--- config.mk ---
export PLATFORM = sky130hd
export DESIGN_NAME = mips_multicycle_ctrl
export DESIGN_NICKNAME = d
export VERILOG_FILES = /design/src/rtl/mips_ctrl_pkg.sv /design/src/rtl/mips_alu_decoder.sv /design/src/rtl/mips_multicycle_ctrl.sv
export SDC_FILE = /design/constraint.sdc
export NUM_CORES = 1
export LEC_CHECK = 0
export BUFFER_PORTS_ARGS = -buffer_cell sky130_fd_sc_hd__clkbuf_2
export CAP_MARGIN = 10
export CORE_MARGIN = 4
export CORE_UTILIZATION = 42
export DETAILED_ROUTE_END_ITERATION = 10
export PLACE_DENSITY_LB_ADDON = 0.25
export SLEW_MARGIN = 25
export SYNTH_ARGS = -nofsm -noshare
export SYNTH_HDL_FRONTEND = slang
export SYNTH_SLANG_ARGS = --single-unit
--- constraint.sdc ---
create_clock -name clk -period 2 [get_ports clk]
set_input_delay 0.3 -clock clk [delete_from_list [all_inputs] [get_ports clk]]
set_output_delay 0.3 -clock clk [all_outputs]
set_load 0.005 [all_outputs]
--- src/rtl/mips_ctrl_pkg.sv ---
// mips_ctrl_pkg: shared encodings for the multi-cycle MIPS controller (states, opcodes, functs, ALU codes).
package mips_ctrl_pkg;

    typedef enum logic [3:0] {
        S_FETCH   = 4'd0,
        S_DECODE  = 4'd1,
        S_MEMADR  = 4'd2,
        S_MEMRD   = 4'd3,
        S_MEMWB   = 4'd4,
        S_MEMWR   = 4'd5,
        S_RTYPEEX = 4'd6,
        S_RTYPEWB = 4'd7,
        S_BEQEX   = 4'd8,
        S_ADDIEX  = 4'd9,
        S_ADDIWB  = 4'd10,
        S_JEX     = 4'd11,
        S_BNEEX   = 4'd12
    } state_t;

    localparam logic [5:0] OP_LW    = 6'b100011;
    localparam logic [5:0] OP_SW    = 6'b101011;
    localparam logic [5:0] OP_RTYPE = 6'b000000;
    localparam logic [5:0] OP_BEQ   = 6'b000100;
    localparam logic [5:0] OP_ADDI  = 6'b001000;
    localparam logic [5:0] OP_J     = 6'b000010;
    localparam logic [5:0] OP_BNE   = 6'b000101;

    localparam logic [5:0] F_ADD = 6'b100000;
    localparam logic [5:0] F_SUB = 6'b100010;
    localparam logic [5:0] F_AND = 6'b100100;
    localparam logic [5:0] F_OR  = 6'b100101;
    localparam logic [5:0] F_SLT = 6'b101010;

    localparam logic [1:0] ALUOP_ADD   = 2'b00;
    localparam logic [1:0] ALUOP_SUB   = 2'b01;
    localparam logic [1:0] ALUOP_FUNCT = 2'b10;

    localparam logic [2:0] ALU_ADD = 3'b010;
    localparam logic [2:0] ALU_SUB = 3'b110;
    localparam logic [2:0] ALU_AND = 3'b000;
    localparam logic [2:0] ALU_OR  = 3'b001;
    localparam logic [2:0] ALU_SLT = 3'b111;

endpackage

--- src/rtl/mips_alu_decoder.sv ---
// mips_alu_decoder: maps aluop/funct to alucontrol; funct_bad flags an unknown funct under funct-decode.
// Ports: aluop[1:0], funct[5:0] in; alucontrol[2:0], funct_bad out. Purely combinational.
module mips_alu_decoder
    import mips_ctrl_pkg::*;
(
    input  logic [1:0] aluop,
    input  logic [5:0] funct,
    output logic [2:0] alucontrol,
    output logic       funct_bad
);

    always_comb begin
        alucontrol = ALU_ADD;
        funct_bad  = 1'b0;
        if (aluop == ALUOP_SUB) begin
            alucontrol = ALU_SUB;
        end else if (aluop == ALUOP_FUNCT) begin
            case (funct)
                F_ADD:   alucontrol = ALU_ADD;
                F_SUB:   alucontrol = ALU_SUB;
                F_AND:   alucontrol = ALU_AND;
                F_OR:    alucontrol = ALU_OR;
                F_SLT:   alucontrol = ALU_SLT;
                default: funct_bad = 1'b1;
            endcase
        end
    end

endmodule

--- src/rtl/mips_multicycle_ctrl.sv ---
// mips_multicycle_ctrl: Moore FSM sequencing the multi-cycle MIPS datapath (lw, sw, R-type, beq, addi, j).
// Ports: clk, reset (sync, active-low), op/funct from the IR, zero from the ALU; outputs are the datapath
// enables/selects, alucontrol, sticky illegal flag and state_dbg. Every output is held at 0 while reset==0.
// Optional: define CTRL_BNE_EN to add bne (op 000101) via the BNEEX state.
module mips_multicycle_ctrl
    import mips_ctrl_pkg::*;
(
    input  logic       clk,
    input  logic       reset,
    input  logic [5:0] op,
    input  logic [5:0] funct,
    input  logic       zero,
    output logic       pcen,
    output logic       irwrite,
    output logic       regwrite,
    output logic       memwrite,
    output logic       alusrca,
    output logic       iord,
    output logic       memtoreg,
    output logic       regdst,
    output logic [1:0] alusrcb,
    output logic [1:0] pcsrc,
    output logic [2:0] alucontrol,
    output logic       illegal,
    output logic [3:0] state_dbg
);

    state_t     state_q, state_d;
    logic       illegal_q, illegal_d;
    logic       kill_q, kill_d;
    logic       pcwrite, branch, bne, funct_bad;
    logic [1:0] aluop;
    logic [2:0] alu_ctl;

    mips_alu_decoder u_alu_dec (
        .aluop      (aluop),
        .funct      (funct),
        .alucontrol (alu_ctl),
        .funct_bad  (funct_bad)
    );

    always_comb begin
        state_d   = S_FETCH;
        illegal_d = illegal_q;
        kill_d    = 1'b0;
        case (state_q)
            S_FETCH:   state_d = S_DECODE;
            S_DECODE:
                case (op)
                    OP_LW, OP_SW: state_d = S_MEMADR;
                    OP_RTYPE:     state_d = S_RTYPEEX;
                    OP_BEQ:       state_d = S_BEQEX;
                    OP_ADDI:      state_d = S_ADDIEX;
                    OP_J:         state_d = S_JEX;
`ifdef CTRL_BNE_EN
                    OP_BNE:       state_d = S_BNEEX;
`endif
                    default:      illegal_d = 1'b1;
                endcase
            S_MEMADR:  state_d = (op == OP_LW) ? S_MEMRD : S_MEMWR;
            S_MEMRD:   state_d = S_MEMWB;
            // An unknown funct is remembered so the following write-back is squashed.
            S_RTYPEEX: begin
                state_d   = S_RTYPEWB;
                kill_d    = funct_bad;
                illegal_d = illegal_q | funct_bad;
            end
            S_ADDIEX:  state_d = S_ADDIWB;
            default:   state_d = S_FETCH;
        endcase
    end

    // Moore decode; left at all-zero while reset is asserted.
    always_comb begin
        pcwrite  = 1'b0;
        branch   = 1'b0;
        bne      = 1'b0;
        irwrite  = 1'b0;
        regwrite = 1'b0;
        memwrite = 1'b0;
        alusrca  = 1'b0;
        iord     = 1'b0;
        memtoreg = 1'b0;
        regdst   = 1'b0;
        alusrcb  = 2'b00;
        pcsrc    = 2'b00;
        aluop    = ALUOP_ADD;
        if (reset) begin
            case (state_q)
                S_FETCH: begin
                    irwrite = 1'b1;
                    pcwrite = 1'b1;
                    alusrcb = 2'b01;
                end
                S_DECODE:  alusrcb = 2'b11;
                S_MEMADR, S_ADDIEX: begin
                    alusrca = 1'b1;
                    alusrcb = 2'b10;
                end
                S_MEMRD:   iord = 1'b1;
                S_MEMWB: begin
                    memtoreg = 1'b1;
                    regwrite = 1'b1;
                end
                S_MEMWR: begin
                    iord     = 1'b1;
                    memwrite = 1'b1;
                end
                S_RTYPEEX: begin
                    alusrca = 1'b1;
                    aluop   = ALUOP_FUNCT;
                end
                S_RTYPEWB: begin
                    regdst   = 1'b1;
                    regwrite = ~kill_q;
                end
                S_BEQEX: begin
                    alusrca = 1'b1;
                    aluop   = ALUOP_SUB;
                    pcsrc   = 2'b01;
                    branch  = 1'b1;
                end
`ifdef CTRL_BNE_EN
                // branch stays low here so a taken-on-equal path cannot fire for bne.
                S_BNEEX: begin
                    alusrca = 1'b1;
                    aluop   = ALUOP_SUB;
                    pcsrc   = 2'b01;
                    bne     = 1'b1;
                end
`endif
                S_ADDIWB:  regwrite = 1'b1;
                S_JEX: begin
                    pcsrc   = 2'b10;
                    pcwrite = 1'b1;
                end
                default: ;
            endcase
        end
    end

    assign pcen       = pcwrite | (branch & zero) | (bne & ~zero);
    assign alucontrol = reset ? alu_ctl : 3'b000;
    assign illegal    = reset & illegal_q;
    assign state_dbg  = reset ? state_q : 4'd0;

    always_ff @(posedge clk) begin
        if (!reset) begin
            state_q   <= S_FETCH;
            illegal_q <= 1'b0;
            kill_q    <= 1'b0;
        end else begin
            state_q   <= state_d;
            illegal_q <= illegal_d;
            kill_q    <= kill_d;
        end
    end

endmodule
# ---- After elaboration in Yosys (flattened, before gate mapping)
# Cells that the tools add are included.
dict set report word_totals {
  out_inout_bits 20
  inputBits 15
  register_bits 6
  n_memories 0
  rom_bits 0
  elab_cells 82
  ramBits 0
  latch_bits 0
}
dict set report op_classes {
  eq_ne 24
  n_bitwise 5
  div_mod_pow 0
  reduce_logical 13
  n_shift 0
  order_cmp 0
  n_mul 0
  muxes 37
  addsub 0
}
# op count
set ops {}
lappend ops {{equality test 6 bit (second input constant)} 7}
lappend ops {{case mux 4 bit (6 select lines)} 1}
lappend ops {{two-way mux 1 bit} 21}
lappend ops {{case mux 4 bit (5 select lines)} 1}
lappend ops {{equality test 4 x 3 -> 1 bit (second input constant)} 4}
lappend ops {{equality test 4 bit (second input constant)} 4}
lappend ops {{two-way mux 3 bit} 4}
lappend ops {{case mux 3 bit (4 select lines)} 1}
lappend ops {{OR reduction 2 bit} 5}
lappend ops {{equality test 4 x 2 -> 1 bit (second input constant)} 2}
lappend ops {{case mux 2 bit (2 select lines)} 2}
lappend ops {{equality test 6 x 2 -> 1 bit (second input constant)} 1}
lappend ops {{equality test 6 x 3 -> 1 bit (second input constant)} 1}
lappend ops {{equality test 6 x 4 -> 1 bit (second input constant)} 1}
lappend ops {{zero test 6 bit} 1}
lappend ops {{two-way mux 2 bit} 3}
lappend ops {{case mux 2 bit (3 select lines)} 1}
lappend ops {{OR reduction 6 bit} 1}
lappend ops {{OR reduction 5 bit} 1}
lappend ops {{equality test 4 x 1 -> 1 bit (second input constant)} 1}
lappend ops {{zero test 4 bit} 1}
lappend ops {{two-way mux 4 bit} 1}
lappend ops {{case mux 1 bit (2 select lines)} 2}
lappend ops {{AND reduction 2 bit} 2}
lappend ops {{other kinds (8)} 10}

# ---- Depth between registers and ports, before layout
dict set report depth {
  ltp_word 8
  mapped_depth 4
  depth_no_buf 4
}

# ---- Cells and area by module
# A second synthesis with hierarchy kept.
dict set report unflattened {
  hier_cells 104
  area_unflattened_um2 700.7
}
# module seq_area_each_um2 cells_per_inst area_per_inst_um2 instances
set modules_own_cells {}
lappend modules_own_cells {mips_multicycle_ctrl 120.1 91 595.6 1}
lappend modules_own_cells {mips_alu_decoder 0.0 13 105.1 1}

# ---- Worst setup path before layout
# No wires, ideal clock.
dict set report synth_timing {
  path_type {reg2out}
  startpoint {reg state_q[1]}
  endpoint {out alucontrol[1]}
  slack_ps 484
  required_ps 1700
  path_stages_with_launch 5
  n_path_buf 0
  arrival_time_ps 1216
  path_cell_list {dfxtp_1 > inv_2 > nor4b_4 > nand3_2 > o41a_1}
}
dict set report synth_via {
  elab_chain_cells 7
  word_cells_on_any_way 9
  classes_between {eq/ne: 4; mux: 5}
}
# element line_no
set synth_lines {}
lappend synth_lines {{start: declaration} mips_multicycle_ctrl.sv:28} ;# state_t state_q, state_d;
lappend synth_lines {{start signal: assignment} mips_multicycle_ctrl.sv:153} ;# state_q <= state_d;
lappend synth_lines {{equality test 4 bit or equality test 4 x 3 -> 1 bit (tied branches)} mips_multicycle_ctrl.sv:89} ;# case (state_q)
lappend synth_lines {{case mux 2 bit (2 select lines) (*)} mips_multicycle_ctrl.sv:89}
lappend synth_lines {{two-way mux 2 bit (*)} mips_multicycle_ctrl.sv:88} ;# if (reset) begin
lappend synth_lines {{equality test 2 bit} mips_alu_decoder.sv:17} ;# end else if (aluop == ALUOP_FUNCT) begin
lappend synth_lines {{two-way mux 3 bit} mips_alu_decoder.sv:17}
lappend synth_lines {{two-way mux 3 bit (*)} mips_alu_decoder.sv:15} ;# if (aluop == ALUOP_SUB) begin
lappend synth_lines {{two-way mux 3 bit (*)} mips_multicycle_ctrl.sv:143} ;# assign alucontrol = reset ? alu_ctl : 3'b000;
lappend synth_lines {{end: declaration} mips_multicycle_ctrl.sv:23} ;# output logic [2:0] alucontrol,
# Every way passes the cells marked *; elsewhere a longest branch is shown, timed or not.

# ---- Worst setup path after layout
# Same ends and word-level chain as after synthesis.

==> impl_metrics.ini <==
[hold_path]
min_from = op[4]
hp-class = in -> reg
hold-path-cell-count = 4
min_to = state_q[3]$_SDFF_PN0_

[clock_network]
cts_num_sinks = 6
clk_pin_slew_worst_paths_ns = 0.05
postCtsSetupBuffers = 0
cts_root_buf = clkbuf_4
h-tree-depth = 1
cts_tree = yes
hold_buffers = 0
clk_latency_ns = 0.25
cts_resized = 0
cts_made_buffers = 3
cts_max_path_buffers = 2

[finish]
antenna_cells = 0
area_delta_synth_final_pct = 34.8
nets = 145
drive_above_1_share = 0.344

[detailed_routing]
drc_errors = 0
dr_total_vias = 787
drt-total-wl_mm = 1.78
drtPass1Iterations = 4
wl_per_cell_um = 12.4
vias_per_cell = 5.50
detail-route-antenna-nets = 0
drt_iter0_drc = 20

[timing]
hold_viol = 0
skew_ns = 0.00700
relSlewSlack = 0.762
maxSlewViolCount = 0
setup_viol_count_final = 0
tightest_slew_ns = 0.354
post-route-period-util = 0.935
fin_crit_ns = 1.87
rsz0062_at_grt = no
fmax_mhz = 535
final.setup.tns_ns = 0

[worst_setup_path]
crit_fanout = 6
rr_worst_depth = 4
critPathRequiredTime_ns = 1.70
worstReg2RegStart = state_q[0]$_SDFF_PN0_
worstPathArrival_ns = 1.57
start_kind = flip-flop
rrSetupSlack_ns = 0.72
path_class = reg -> out
reg2reg_to = illegal_q$_SDFFE_PN0P_
end_kind = primary output

[floorplanning]
dieHeight_um = 46.5
start_util = 0.461
die-area_mm2 = 0.00216
dieWidth_um = 46.5
rows = 13
coreArea_mm2 = 0.00135
ios = 35

[global_routing]
overflow = 0
grt.total_usage = 0.171
grt_max_degree = 15
grt_first_pass_wirelength_mm = 2.70
antenna_found_initial = 0
grt_pass1_vias = 622

[power]
p_seq_frac = 0.389
p_sw_w = 0.0000993
max-vdd-ir-drop_v = 0.000237
switching_share = 0.298
cellLeakagePower_nw = 0.391
power_w = 0.000333
pwr-share-comb = 0.275
clkPwrFrac = 0.336
p_per_area_mw_per_mm2 = 397
intPower_w = 0.000233

[placed_design]
portBuffers = 34
place.gp.congestion = 0.845
dpl.hpwl_mm = 1.43

[synth]
ys_async_sr_fraction = 0
syn_area_um2 = 622
synth_edf_count = 0
syn_area_per_cell_um2 = 6.76
netlist_instances = 92
synth_cell_types = 34
ys_warn_count = 0
ys_seq_area_frac = 0.193
syn-num-nets = 107
ys.flop_type = dfxtp_1
yosys_register_bits = 6

[outcome]
status = complete, no violations

[run]
cap_violations = 0
==> cells in the final DEF, fill, tap and decap left out, drive strengths merged <==
cell type,synthesis,layout
clkbuf,2,37
nor2,14,14
a21oi,7,7
nand3,7,7
nor3,6,6
dfxtp,6,6
nand2,5,5
nand2b,5,5
inv,4,4
and2,3,3
and3,3,3
xor2,3,3
buf,2,3
o21ai,3,3
nor4,2,2
nor2b,2,2
o32ai,2,2
o211ai,2,2
a31oi,2,2
nor4b,2,2
o41a,1,1
nor3b,1,1
nand4,1,1
and2b,1,1
a32oi,1,1
or2,1,1
a211oi,1,1
or3,1,1
mux2i,1,1
a221oi,1,1
==> cells in the mapped netlist (2+ instances only) <==
cell type  number  share of area
nor2_1         14          0.085
inv_2           2          0.012
nand3_1         6          0.048
nor4_1          2          0.020
a21oi_1         7          0.056
and3_1          3          0.030
and2_1          3          0.030
o211ai_1        2          0.024
dfxtp_1         6           0.19
nand2b_1        5          0.050
nand2_1         5          0.030
inv_1           2          0.012
o32ai_1         2          0.028
nor2b_1         2          0.020
buf_2           2          0.016
o21ai_0         2          0.016
a31oi_1         2          0.020
nor3_1          6          0.048
xor2_1          3          0.042
clkbuf_1        2          0.012
==> power by group through the flow <==
stage | registers (W) | clock network [W] | logic, W
finish | 0.000130 | 0.000112 | 0.0000914
global route | 0.000130 | 0.000122 | 0.000102
CTS | 0.000130 | 0.000117 | 0.0000912
detailed placement | 0.000132 | 0 | 0.0000906
global placement | 0.000132 | 0 | 0.0000896
floorplan | 0.000131 | 0 | 0.0000494
==> routing by layer <==
metal / global-route usage / part of all wire / routed length [um]
met1: 0.234 / 0.47 / 829
met2: 0.269 / 0.46 / 819
met3: 0.0273 / 0.072 / 128
met4: 0.0511 / 0 / 0
met5: 0 / 0 / 0
==> registers in the layout (all words and copies together) (netlist names) <==
| name | count |
|---|---|
| illegal_q | 1 |
| kill_q | 1 |
| state_q | 4 |
==> stage by stage <==
stage	util	instances	area [um^2]	setup slack (ns)	hold WS [ns]
floorplan	-	92	622	0.484	0.470
global placement	0.604	140	816	0.437	0.534
detailed placement	0.604	140	816	0.386	0.501
CTS	0.621	143	838	0.122	0.401
global route	0.621	143	838	0.0282	0.440
finish	0.621	143	838	0.130	0.400
==> area by class of cell <==
type	count	area (um^2)
fillers	141	512
multi-input cells	78	469
repair buffers	37	193
flip-flops and latches	6	120
clock buffers	3	22.5
well taps	15	18.8
inverters	4	15.0
==> how the worst max path moves through the flow <==
stage,start,endpoint,slack (ns),cells after the start
2_1_floorplan,state_q[1]$_SDFF_PN0_,alucontrol[1],0.48,4
3_3_place_gp,state_q[1]$_SDFF_PN0_,alucontrol[1],0.44,5
3_5_place_dp,reset,alucontrol[2],0.39,5
4_1_cts,state_q[1]$_SDFF_PN0_,alucontrol[1],0.12,5
5_1_grt,state_q[1]$_SDFF_PN0_,alucontrol[1],0.03,5
6_report,state_q[1]$_SDFF_PN0_,alucontrol[1],0.13,5
==> cell families (layout without fill, tap and decap cells) <==
logic type             after synthesis  in the layout  synth area share
buffers and inverters                8             44            0.0523
AND/OR/NAND/NOR                     54             54             0.485
XOR/XNOR                             3              3            0.0423
flip-flops                           6              6             0.193
multiplexers                         1              1            0.0161
AO/OA/AOI/OAI                       20             20             0.211
==> worst max-delay path: stages, from the launching register on <==
cell	delay [ns]
dfxtp_1	0.34
inv_2	0.08
nor4b_4	0.37
nand3_2	0.12
o41a_1	0.31
clkbuf_2	0.11
Note: power is estimated with default switching activity, not from simulation.
